File: config.mk
export PLATFORM = sky130hd
export DESIGN_NAME = dac_cfg_axi_master
export DESIGN_NICKNAME = d
export VERILOG_FILES = /design/src/rtl/dac_cfg_pkg.sv /design/src/rtl/dac_cfg_rom.sv /design/src/rtl/dac_cfg_axi_master.sv
export SDC_FILE = /design/constraint.sdc
export NUM_CORES = 1
export LEC_CHECK = 0
export CORE_MARGIN = 2
export CORE_UTILIZATION = 35
export DETAILED_ROUTE_END_ITERATION = 12
export HOLD_SLACK_MARGIN = 0.05
export PLACE_DENSITY = 0.66
export SKIP_CTS_REPAIR_TIMING = 1
export SLEW_MARGIN = 5
export SYNTH_ARGS = -nofsm -noshare
export SYNTH_HDL_FRONTEND = slang
export SYNTH_SLANG_ARGS = --single-unit
export TNS_END_PERCENT = 1
File: constraint.sdc
create_clock -name clk_50m_bufg -period 5.4 [get_ports clk_50m_bufg]
set_input_delay 1.08 -clock clk_50m_bufg [delete_from_list [all_inputs] [get_ports clk_50m_bufg]]
set_output_delay 1.08 -clock clk_50m_bufg [all_outputs]
set_load 0.05 [all_outputs]
File: src/rtl/dac_cfg_pkg.sv
// Shared types for the DAC configuration master: FSM states, AXI response codes, register table.
// No logic; the table is a constant consumed combinationally by dac_cfg_rom.
// DAC_CFG_READBACK_EN adds the RD_REQ/RD_RESP states to the state enum.
package dac_cfg_pkg;

  typedef enum logic [3:0] {
    IDLE,
    WR_REQ,
    WR_RESP,
`ifdef DAC_CFG_READBACK_EN
    RD_REQ,
    RD_RESP,
`endif
    NEXT,
    WAIT_RST,
    DONE,
    ERR
  } dac_cfg_state_t;

  localparam logic [1:0] AXI_RESP_OKAY   = 2'b00;
  localparam logic [1:0] AXI_RESP_EXOKAY = 2'b01;
  localparam logic [1:0] AXI_RESP_SLVERR = 2'b10;
  localparam logic [1:0] AXI_RESP_DECERR = 2'b11;

  typedef struct packed {
    logic [11:0] addr;
    logic [31:0] data;
  } dac_cfg_entry_t;

  localparam int DAC_CFG_TABLE_LEN = 8;

  // Default bring-up sequence; element 0 sits in the least significant slot.
  localparam dac_cfg_entry_t [DAC_CFG_TABLE_LEN-1:0] DAC_CFG_TABLE = {
    {12'h034, 32'h0000_0001},  // 7: enable JESD link
    {12'h030, 32'hCAFE_0001},  // 6: lane crossbar
    {12'h024, 32'h0000_0003},  // 5: interpolation mode
    {12'h020, 32'h1234_5678},  // 4: NCO frequency word
    {12'h014, 32'h0000_00A5},  // 3: serdes PLL config
    {12'h010, 32'h0001_0080},  // 2: clock divider
    {12'h004, 32'h0000_0F03},  // 1: power-down mask
    {12'h000, 32'h0000_0001}   // 0: soft reset
  };

endpackage

File: src/rtl/dac_cfg_rom.sv
// Register table lookup: index -> {addr, data}.
// Latency: purely combinational.
// Backpressure: none; the caller holds the index stable as long as it needs the entry.
module dac_cfg_rom
  import dac_cfg_pkg::*;
(
  input  logic [5:0]     idx,
  output dac_cfg_entry_t entry
);

  // Indices past the default table get a generated filler with a unique address.
  always_comb begin
    entry = DAC_CFG_TABLE[idx[2:0]];
    if (idx >= 6'(DAC_CFG_TABLE_LEN)) begin
      entry.addr = 12'h100 + {4'h0, idx, 2'b00};
      entry.data = {26'h0, idx};
    end
  end

endmodule

File: src/rtl/dac_cfg_axi_master.sv
// AXI-Lite master that writes the DAC register table after dac_ready rises, then waits for TX reset done.
// Latency: first awvalid two clocks after dac_ready rises; one write (plus optional readback) per entry.
// Backpressure: valids are held until their ready; each handshake is bounded by TIMEOUT_CYC, then ERR.
// Optional feature: define DAC_CFG_READBACK_EN to read back and compare every accepted write.
module dac_cfg_axi_master
  import dac_cfg_pkg::*;
#(
  parameter int NUM_REGS    = 8,
  parameter int TIMEOUT_CYC = 1024
) (
  input  logic        clk_50m_bufg,
  input  logic        sys_rst_n,
  input  logic        dac_ready,
  input  logic        tx_reset_done_dac,
  output logic [11:0] dac_axi_awaddr,
  output logic        dac_axi_awvalid,
  input  logic        dac_axi_awready,
  output logic [31:0] dac_axi_wdata,
  output logic [3:0]  dac_axi_wstrb,
  output logic        dac_axi_wvalid,
  input  logic        dac_axi_wready,
  input  logic [1:0]  dac_axi_bresp,
  input  logic        dac_axi_bvalid,
  output logic        dac_axi_bready,
  output logic [11:0] dac_axi_araddr,
  output logic        dac_axi_arvalid,
  input  logic        dac_axi_arready,
  input  logic [31:0] dac_axi_rdata,
  input  logic [1:0]  dac_axi_rresp,
  input  logic        dac_axi_rvalid,
  output logic        dac_axi_rready,
  output logic        cfg_done,
  output logic        cfg_err,
  output logic [5:0]  cfg_idx
);

  localparam logic [15:0] TMO_LAST = 16'(TIMEOUT_CYC - 1);
  localparam logic [5:0]  IDX_LAST = 6'(NUM_REGS - 1);

  dac_cfg_state_t state;
  logic           dac_ready_q;
  logic           dac_ready_qq;
  logic           aw_done;
  logic           w_done;
  logic [15:0]    tmo_cnt;
  logic [5:0]     rom_idx;
  dac_cfg_entry_t rom_entry;
  logic           aw_hs;
  logic           w_hs;
  logic           tmo_hit;
  logic           ready_rise;

  assign dac_axi_wstrb = 4'hF;
  assign aw_hs         = dac_axi_awvalid & dac_axi_awready;
  assign w_hs          = dac_axi_wvalid & dac_axi_wready;
  assign tmo_hit       = (tmo_cnt == TMO_LAST);
  assign ready_rise    = dac_ready_q & ~dac_ready_qq;

  // Look ahead one entry in NEXT so the address/data registers load the entry about to be written.
  always_comb begin
    rom_idx = cfg_idx;
    if (state == NEXT) begin
      rom_idx = cfg_idx + 6'd1;
    end
  end

  dac_cfg_rom u_rom (
    .idx   (rom_idx),
    .entry (rom_entry)
  );

`ifdef DAC_CFG_READBACK_EN
  logic [11:0] araddr_r;
  logic        arvalid_r;
  logic        rready_r;
  assign dac_axi_araddr  = araddr_r;
  assign dac_axi_arvalid = arvalid_r;
  assign dac_axi_rready  = rready_r;
`else
  logic unused_rd;
  assign unused_rd       = ^{dac_axi_arready, dac_axi_rdata, dac_axi_rresp, dac_axi_rvalid};
  assign dac_axi_araddr  = 12'h000;
  assign dac_axi_arvalid = 1'b0;
  assign dac_axi_rready  = 1'b0;
`endif

  // Main sequencer: edge detect, AXI handshakes, per-state timeout and registered outputs.
  always_ff @(posedge clk_50m_bufg or negedge sys_rst_n) begin
    if (!sys_rst_n) begin
      state           <= IDLE;
      dac_ready_q     <= 1'b0;
      dac_ready_qq    <= 1'b0;
      aw_done         <= 1'b0;
      w_done          <= 1'b0;
      tmo_cnt         <= '0;
      dac_axi_awaddr  <= '0;
      dac_axi_awvalid <= 1'b0;
      dac_axi_wdata   <= '0;
      dac_axi_wvalid  <= 1'b0;
      dac_axi_bready  <= 1'b0;
`ifdef DAC_CFG_READBACK_EN
      araddr_r        <= '0;
      arvalid_r       <= 1'b0;
      rready_r        <= 1'b0;
`endif
      cfg_done        <= 1'b0;
      cfg_err         <= 1'b0;
      cfg_idx         <= '0;
    end else begin
      dac_ready_q  <= dac_ready;
      dac_ready_qq <= dac_ready_q;
      // Counter is zero on every state entry; timed states override with an increment.
      tmo_cnt      <= '0;
      case (state)
        IDLE: begin
          if (ready_rise) begin
            state           <= WR_REQ;
            dac_axi_awaddr  <= rom_entry.addr;
            dac_axi_wdata   <= rom_entry.data;
            dac_axi_awvalid <= 1'b1;
            dac_axi_wvalid  <= 1'b1;
            aw_done         <= 1'b0;
            w_done          <= 1'b0;
          end
        end

        WR_REQ: begin
          tmo_cnt <= tmo_cnt + 16'd1;
          if (aw_hs) begin
            dac_axi_awvalid <= 1'b0;
            aw_done         <= 1'b1;
          end
          if (w_hs) begin
            dac_axi_wvalid <= 1'b0;
            w_done         <= 1'b1;
          end
          if ((aw_done || aw_hs) && (w_done || w_hs)) begin
            state          <= WR_RESP;
            dac_axi_bready <= 1'b1;
            tmo_cnt        <= '0;
          end else if (tmo_hit) begin
            state           <= ERR;
            dac_axi_awvalid <= 1'b0;
            dac_axi_wvalid  <= 1'b0;
            cfg_err         <= 1'b1;
            tmo_cnt         <= '0;
          end
        end

        WR_RESP: begin
          tmo_cnt <= tmo_cnt + 16'd1;
          if (dac_axi_bvalid) begin
            dac_axi_bready <= 1'b0;
            tmo_cnt        <= '0;
            if (dac_axi_bresp != AXI_RESP_OKAY) begin
              state   <= ERR;
              cfg_err <= 1'b1;
            end else if (!dac_ready_q) begin
              // Run abandoned: the write has completed, skip any readback.
              state   <= IDLE;
              cfg_idx <= '0;
            end else begin
`ifdef DAC_CFG_READBACK_EN
              state     <= RD_REQ;
              araddr_r  <= dac_axi_awaddr;
              arvalid_r <= 1'b1;
`else
              state <= NEXT;
`endif
            end
          end else if (tmo_hit) begin
            state          <= ERR;
            dac_axi_bready <= 1'b0;
            cfg_err        <= 1'b1;
            tmo_cnt        <= '0;
          end
        end

`ifdef DAC_CFG_READBACK_EN
        RD_REQ: begin
          tmo_cnt <= tmo_cnt + 16'd1;
          if (dac_axi_arready) begin
            state     <= RD_RESP;
            arvalid_r <= 1'b0;
            rready_r  <= 1'b1;
            tmo_cnt   <= '0;
          end else if (tmo_hit) begin
            state     <= ERR;
            arvalid_r <= 1'b0;
            cfg_err   <= 1'b1;
            tmo_cnt   <= '0;
          end
        end

        RD_RESP: begin
          tmo_cnt <= tmo_cnt + 16'd1;
          if (dac_axi_rvalid) begin
            rready_r <= 1'b0;
            tmo_cnt  <= '0;
            // wdata still holds the value just written, so it doubles as the compare reference.
            if ((dac_axi_rresp != AXI_RESP_OKAY) || (dac_axi_rdata != dac_axi_wdata)) begin
              state   <= ERR;
              cfg_err <= 1'b1;
            end else if (!dac_ready_q) begin
              state   <= IDLE;
              cfg_idx <= '0;
            end else begin
              state <= NEXT;
            end
          end else if (tmo_hit) begin
            state    <= ERR;
            rready_r <= 1'b0;
            cfg_err  <= 1'b1;
            tmo_cnt  <= '0;
          end
        end
`endif

        NEXT: begin
          if (!dac_ready_q) begin
            state   <= IDLE;
            cfg_idx <= '0;
          end else if (cfg_idx == IDX_LAST) begin
            state <= WAIT_RST;
          end else begin
            state           <= WR_REQ;
            cfg_idx         <= cfg_idx + 6'd1;
            dac_axi_awaddr  <= rom_entry.addr;
            dac_axi_wdata   <= rom_entry.data;
            dac_axi_awvalid <= 1'b1;
            dac_axi_wvalid  <= 1'b1;
            aw_done         <= 1'b0;
            w_done          <= 1'b0;
          end
        end

        WAIT_RST: begin
          tmo_cnt <= tmo_cnt + 16'd1;
          if (!dac_ready_q) begin
            state   <= IDLE;
            cfg_idx <= '0;
            tmo_cnt <= '0;
          end else if (tx_reset_done_dac) begin
            state    <= DONE;
            cfg_done <= 1'b1;
            tmo_cnt  <= '0;
          end else if (tmo_hit) begin
            state   <= ERR;
            cfg_err <= 1'b1;
            tmo_cnt <= '0;
          end
        end

        DONE: begin
          if (!dac_ready_q) begin
            state    <= IDLE;
            cfg_done <= 1'b0;
            cfg_idx  <= '0;
          end
        end

        ERR: begin
          if (!dac_ready_q) begin
            state   <= IDLE;
            cfg_err <= 1'b0;
            cfg_idx <= '0;
          end
        end

        default: begin
          state <= IDLE;
        end
      endcase
    end
  end

endmodule

==> impl_metrics.tcl, run 1 <==
set metrics [dict create \
    hp-class "reg -> reg" \
    relSlewSlack_pct 22.0 \
    syn_area_um2 3320 \
    utilization_pct 41.2 \
    crit_path_start_kind "flip-flop" \
    slew_violations 0 \
    synth_compound_area_share_pct 15.7 \
    vias_per_cell 5.01 \
    crit_family "buffers and inverters" \
    synthCells 381 \
    tns_ps 0 \
    period_share_pct 55.1 \
    dpl-instance-area_um2 3690 \
    hold_violations 0 \
    totalWireLength_um 7010 \
    synthArstFlopShare_pct 100 \
    htree_levels 2 \
    yosysTopAreaCellShare_pct 41.5 \
    die-area_um2 10300 \
    crit_fanout 16 \
    peakVddDrop_uv 157 \
    cts_sinks 55 \
    fin_skew_ps 11.3 \
    fin_area_um2 3790 \
    grtUsageTotal_pct 14.1 \
    rows 35 \
    drc 0 \
    synth-simple-area-share_pct 21.7 \
    cpPeakStageDelay_ps 900 \
    ys_seq_area_share_pct 41.5 \
    status "complete, no violations" \
    gp_congestion 0.778 \
    first_pass_iters 4 \
    ant_nets 0 \
    cts.clk_slew.worst_paths_ps 100 \
    critPathArrivalTime_ps 1890 \
    coreArea_um2 9200 \
    syn_avg_cell_area_um2 8.71 \
    dieWidth_um 101 \
    cts_buffers 5 \
    synth_ff_type "dfrtp_1" \
    initial_utilization_pct 36.1 \
    fill_cells 928 \
    yosys-mux-area-fraction_pct 1.55 \
    grt_max_degree 56 \
    ys_ff_latch 55 \
    setup_viol 0 \
    period_minus_slack_ps 2970 \
    first_global_vias 2455 \
    antenna_found_initial 0 \
    fmax_mhz 336 \
    reg2reg_slack_ps 2730 \
    antenna_cells 0 \
    yosys.area_share.adder_pct 0.754 \
    drt_iter0_drc 167 \
    regArea_um2 1380 \
    rsz0062_at_grt "false" \
    clockRootBuffer "clkbuf_8" \
    vias 2604 \
    ys_warn_count 0 \
    drive_gt1_share_pct 4.16 \
    multi_input_area_um2 1620 \
    die_y_um 101 \
    synth_edf_count 0 \
    area_growth_pct 14.3 \
    io_buffers 53 \
    synth_top_family_by_area "simple AND/OR/NAND/NOR gates" \
    worstSkewPairLatency_ps 310 \
    overflow 0 \
    place_hpwl_um 5050 \
    num-nets-final 455 \
    synth_xor_area_share_pct 5.81 \
    cts_tree "yes" \
    path_cells "clkdlybuf4s50_1" \
    endpoint_kind "primary output" \
    crit_buf_inv 1 \
    worstMarginPinSlew_ps 1170 \
    critPathRequiredTime_ps 4320 \
    synth_cell_types 56 \
    crit_slowest_cell "clkdlybuf4s50_1" \
    critical_path_class "reg -> out" \
    maxCapViolCount 0 \
    yosys.area.top_type "dfrtp_1" \
    synthTopCellsByArea "dfrtp_1 (41%), buf_4 (9.7%), nor2_1 (4.9%)" \
    wire_per_inst_um 13.5 \
    clockBufferDepth 2 \
    grt_pass1_wl_um 11800 \
    power.density_nw_per_um2 279 \
    boundaryPins 118 \
    ys_top_cells_by_count "dfrtp_1 (55), buf_4 (43), nor2_1 (43)" \
    yosysMostFrequentCell "dfrtp_1" \
    p_leak_nw 1.50 \
]
[report_power, final]
part | internal, mW | switching (mW)
registers | 0.447 | 0.0463
logic | 0.0953 | 0.225
clock network | 0.106 | 0.138
[cell usage in the layout (no fill, tap or decap), types with 3 or more instances in the layout]
cell type	synthesis	routed
dfrtp_1	55	55
clkdlybuf4s50_1	0	52
nor2_1	43	43
nand2_1	37	37
conb_1	2	29
o21ai_0	22	22
a21oi_1	14	14
nand3_1	12	12
xnor2_1	12	12
xor2_1	10	10
o31ai_1	9	9
a31oi_1	9	9
inv_1	8	8
nor3_1	8	8
nand2b_1	7	7
or3_1	6	6
clkbuf_8	0	6
nor2b_1	5	5
and3_1	5	5
o21ai_1	5	5
nand4_1	4	4
mux2i_1	4	4
or4_1	3	3
o22ai_1	3	3
[per-stage QoR]
stage | worst slack [ps] | hold slack (ps) | cells | power, mW
after floorplan | 3030 | 365 | 408 | 0.740
after global placement | 2320 | 446 | 512 | 0.818
after detailed placement | 2310 | 464 | 512 | 0.823
after CTS | 2420 | 479 | 520 | 1.07
after global routing | 2360 | 501 | 520 | 1.11
final | 2430 | 467 | 520 | 1.06
[final cells by class]
| type | count | share of cell area [%] |
|---|---|---|
| clock buffer | 7 | 2.28 |
| clock inverter | 1 | 0.231 |
| inverter | 8 | 0.792 |
| multi-input combinational | 284 | 42.7 |
| sequential | 55 | 36.3 |
| tap | 111 | 3.66 |
| timing repair buffer | 54 | 14.1 |
[path summary, 6_finish.rpt]
path | depth (start not counted) | to | startpoint
setup / recovery | 1 | cfg_idx[2] | cfg_idx[2]$_DFFE_PN0P_
hold / removal | 1 | tmo_cnt[0]$_DFF_PN0_ | tmo_cnt[0]$_DFF_PN0_
setup reg to reg | 4 | dac_axi_wdata[11]$_DFFE_PN0P_ | cfg_idx[0]$_DFFE_PN0P_
hold reg to reg | 1 | tmo_cnt[0]$_DFF_PN0_ | tmo_cnt[0]$_DFF_PN0_
max in group asynchronous | 2 | state[1]$_DFFE_PN0P_ | sys_rst_n
min in group asynchronous | 2 | cfg_idx[4]$_DFFE_PN0P_ | sys_rst_n
[state kept, by name, indices dropped and copies added (netlist names)]
name / count
aw_done: 1
cfg_done: 1
cfg_err: 1
cfg_idx: 6
dac_axi_awaddr: 7
dac_axi_awvalid: 1
dac_axi_bready: 1
dac_axi_wdata: 13
dac_axi_wvalid: 1
dac_ready_q: 1
dac_ready_qq: 1
state: 4
tmo_cnt: 16
w_done: 1
[metal layers]
| layer | part of all wire [%] | vias to the layer above | wire length, um | track usage [%] |
|---|---|---|---|---|
| li1 | - | 1299 | - | - |
| met1 | 46 | 1216 | 3190 | 18.3 |
| met2 | 47 | 83 | 3330 | 24.3 |
| met3 | 6.2 | 6 | 435 | 3.04 |
| met4 | 0.74 | 0 | 52 | 2.91 |
| met5 | 0 | - | 0 | 0 |
[cell families after synthesis]
kind of cell	Yosys count
AOI/OAI and AO/OA	81
xor gates and xnor gates	22
DFF	55
adders and majority gates	2
and+or+nand+nor	145
other	2
buffers and inverters	69
muxes	5
No activity file was read; power rests on OpenSTA's default activity.
==> inputs of run 2 (changes only) <==
Settings changed: PLACE_DENSITY 0.66 to 0.68.
Clock period 5.4 ns to 2.71 ns, I/O delays scaled along.
==> run 2 against run 1 <==
Effect of this change: die area is the same; critical path depth is the same; power grew 110%; worst hold slack lost 170 ps; critical path type unchanged; largest power group unchanged; sequential cell count is the same; combinational power grew 110%; critical endpoint unchanged.
==> impl_metrics.tcl, run 2 (synthesis results as in run 1) <==
set metrics [dict create \
    vias 2711 \
    place_ws_ps 456 \
    path_cells "clkdlybuf4s50_1" \
    coreArea_um2 9200 \
    rsz0062_at_grt "false" \
    p_leak_nw 1.58 \
    overflow 0 \
    drt_iter0_drc 111 \
    crit_slowest_cell "clkdlybuf4s50_1" \
    first_pass_iters 4 \
    grtUsageTotal_pct 14.2 \
    dieWidth_um 101 \
    crit_family "buffers and inverters" \
    clockRootBuffer "clkbuf_8" \
    drc 0 \
    wire_per_inst_um 13.2 \
    relSlewSlack_pct 48.3 \
    worstSkewPairLatency_ps 320 \
    fmax_mhz 412 \
    worstMarginPinSlew_ps 775 \
    antenna_cells 0 \
    fill_cells 904 \
    utilization_pct 42.6 \
    cts_tree "yes" \
    fin_skew_ps 7.72 \
    slew_violations 0 \
    largest_register "tmo_cnt" \
    maxCapViolCount 0 \
    vias_per_cell 5.08 \
    cts.clk_slew.worst_paths_ps 100 \
    gp_congestion 0.805 \
    num-nets-final 469 \
    place_hpwl_um 5300 \
    clockBufferDepth 2 \
    top_regs "tmo_cnt (16), dac_axi_wdata (13), dac_axi_awaddr (7)" \
    crit_fanout 16 \
    htree_levels 2 \
    rows 35 \
    die-area_um2 10300 \
    worstSetupStartpoint "cfg_idx[2]$_DFFE_PN0P_" \
    period_share_pct 89.6 \
    peakVddDrop_uv 277 \
    grt_max_degree 35 \
    crit_path_start_kind "flip-flop" \
    antenna_found_initial 0 \
    io_buffers 53 \
    die_y_um 101 \
    boundaryPins 118 \
    reg2reg_from "state[0]$_DFFE_PN0P_" \
    status "complete, no violations" \
    ant_nets 0 \
    cts_sinks 55 \
    grt_pass1_wl_um 11900 \
    critPathArrivalTime_ps 1890 \
    first_global_vias 2500 \
    cpPeakStageDelay_ps 900 \
    critical_path_class "reg -> out" \
    tns_ps 0 \
    hp-class "in -> async" \
    largest_reg_flops 16 \
    totalWireLength_um 7050 \
    hold_violations 0 \
    power.total_mw 2.22 \
    period_minus_slack_ps 2430 \
    power.density_nw_per_um2 566 \
    fin_ws_ps 281 \
    final_cell_mix "dfrtp_1 (55), clkdlybuf4s50_1 (52), nor2_1 (43), nand2_1 (37), conb_1 (29)" \
    reg2reg_slack_ps 490 \
    area_growth_pct 18.2 \
    critPathRequiredTime_ps 2170 \
    setup_viol 0 \
    cts_buffers 5 \
    crit_buf_inv 1 \
    initial_utilization_pct 36.1 \
    final_common_cell "dfrtp_1" \
    drive_gt1_share_pct 7.57 \
    endpoint_kind "primary output" \
]
[run 2: layout make-up]
cell class	count	area, um2	area share (%)
Tap cell	111	139	3.54
Inverter	8	30.0	0.766
Multi-Input combinational cell	284	1620	41.2
Timing Repair Buffer	68	638	16.3
Sequential cell	55	1380	35.1
Clock inverter	2	38.8	0.989
Clock buffer	6	82.6	2.11
[run 2: final timing paths]
path,endpoint,cells after the start
worst max-delay path,cfg_idx[2],1
worst min-delay path,dac_axi_wdata[28]$_DFFE_PN0P_,1
worst max register to register,dac_axi_wdata[3]$_DFFE_PN0P_,5
worst min register to register,tmo_cnt[0]$_DFF_PN0_,1
max in group asynchronous,cfg_idx[4]$_DFFE_PN0P_,2
min in group clk_50m_bufg,tmo_cnt[0]$_DFF_PN0_,1
[run 2: power by group]
part	internal, mW	switching, mW	total (mW)	leakage (nW)
Combinational	0.203	0.463	0.666	0.842
Clock	0.304	0.279	0.583	0.0618
Sequential	0.891	0.0787	0.970	0.676
[run 2: stage by stage]
step / area [um2] / hold slack (ps) / std cells
2_1_floorplan: 3420 / 246 / 408
3_3_place_gp: 3800 / 445 / 526
3_5_place_dp: 3800 / 454 / 526
4_1_cts: 3920 / 330 / 534
5_1_grt: 3920 / 350 / 534
6_report: 3920 / 292 / 534
[run 2: routing by layer]
| layer | wire length (um) | track usage [%] | vias up |
|---|---|---|---|
| li1 | - | - | 1337 |
| met1 | 3300 | 19.1 | 1294 |
| met2 | 3350 | 23.4 | 71 |
| met3 | 328 | 2.97 | 9 |
| met4 | 65 | 3.95 | 0 |
| met5 | 0 | 0 | - |
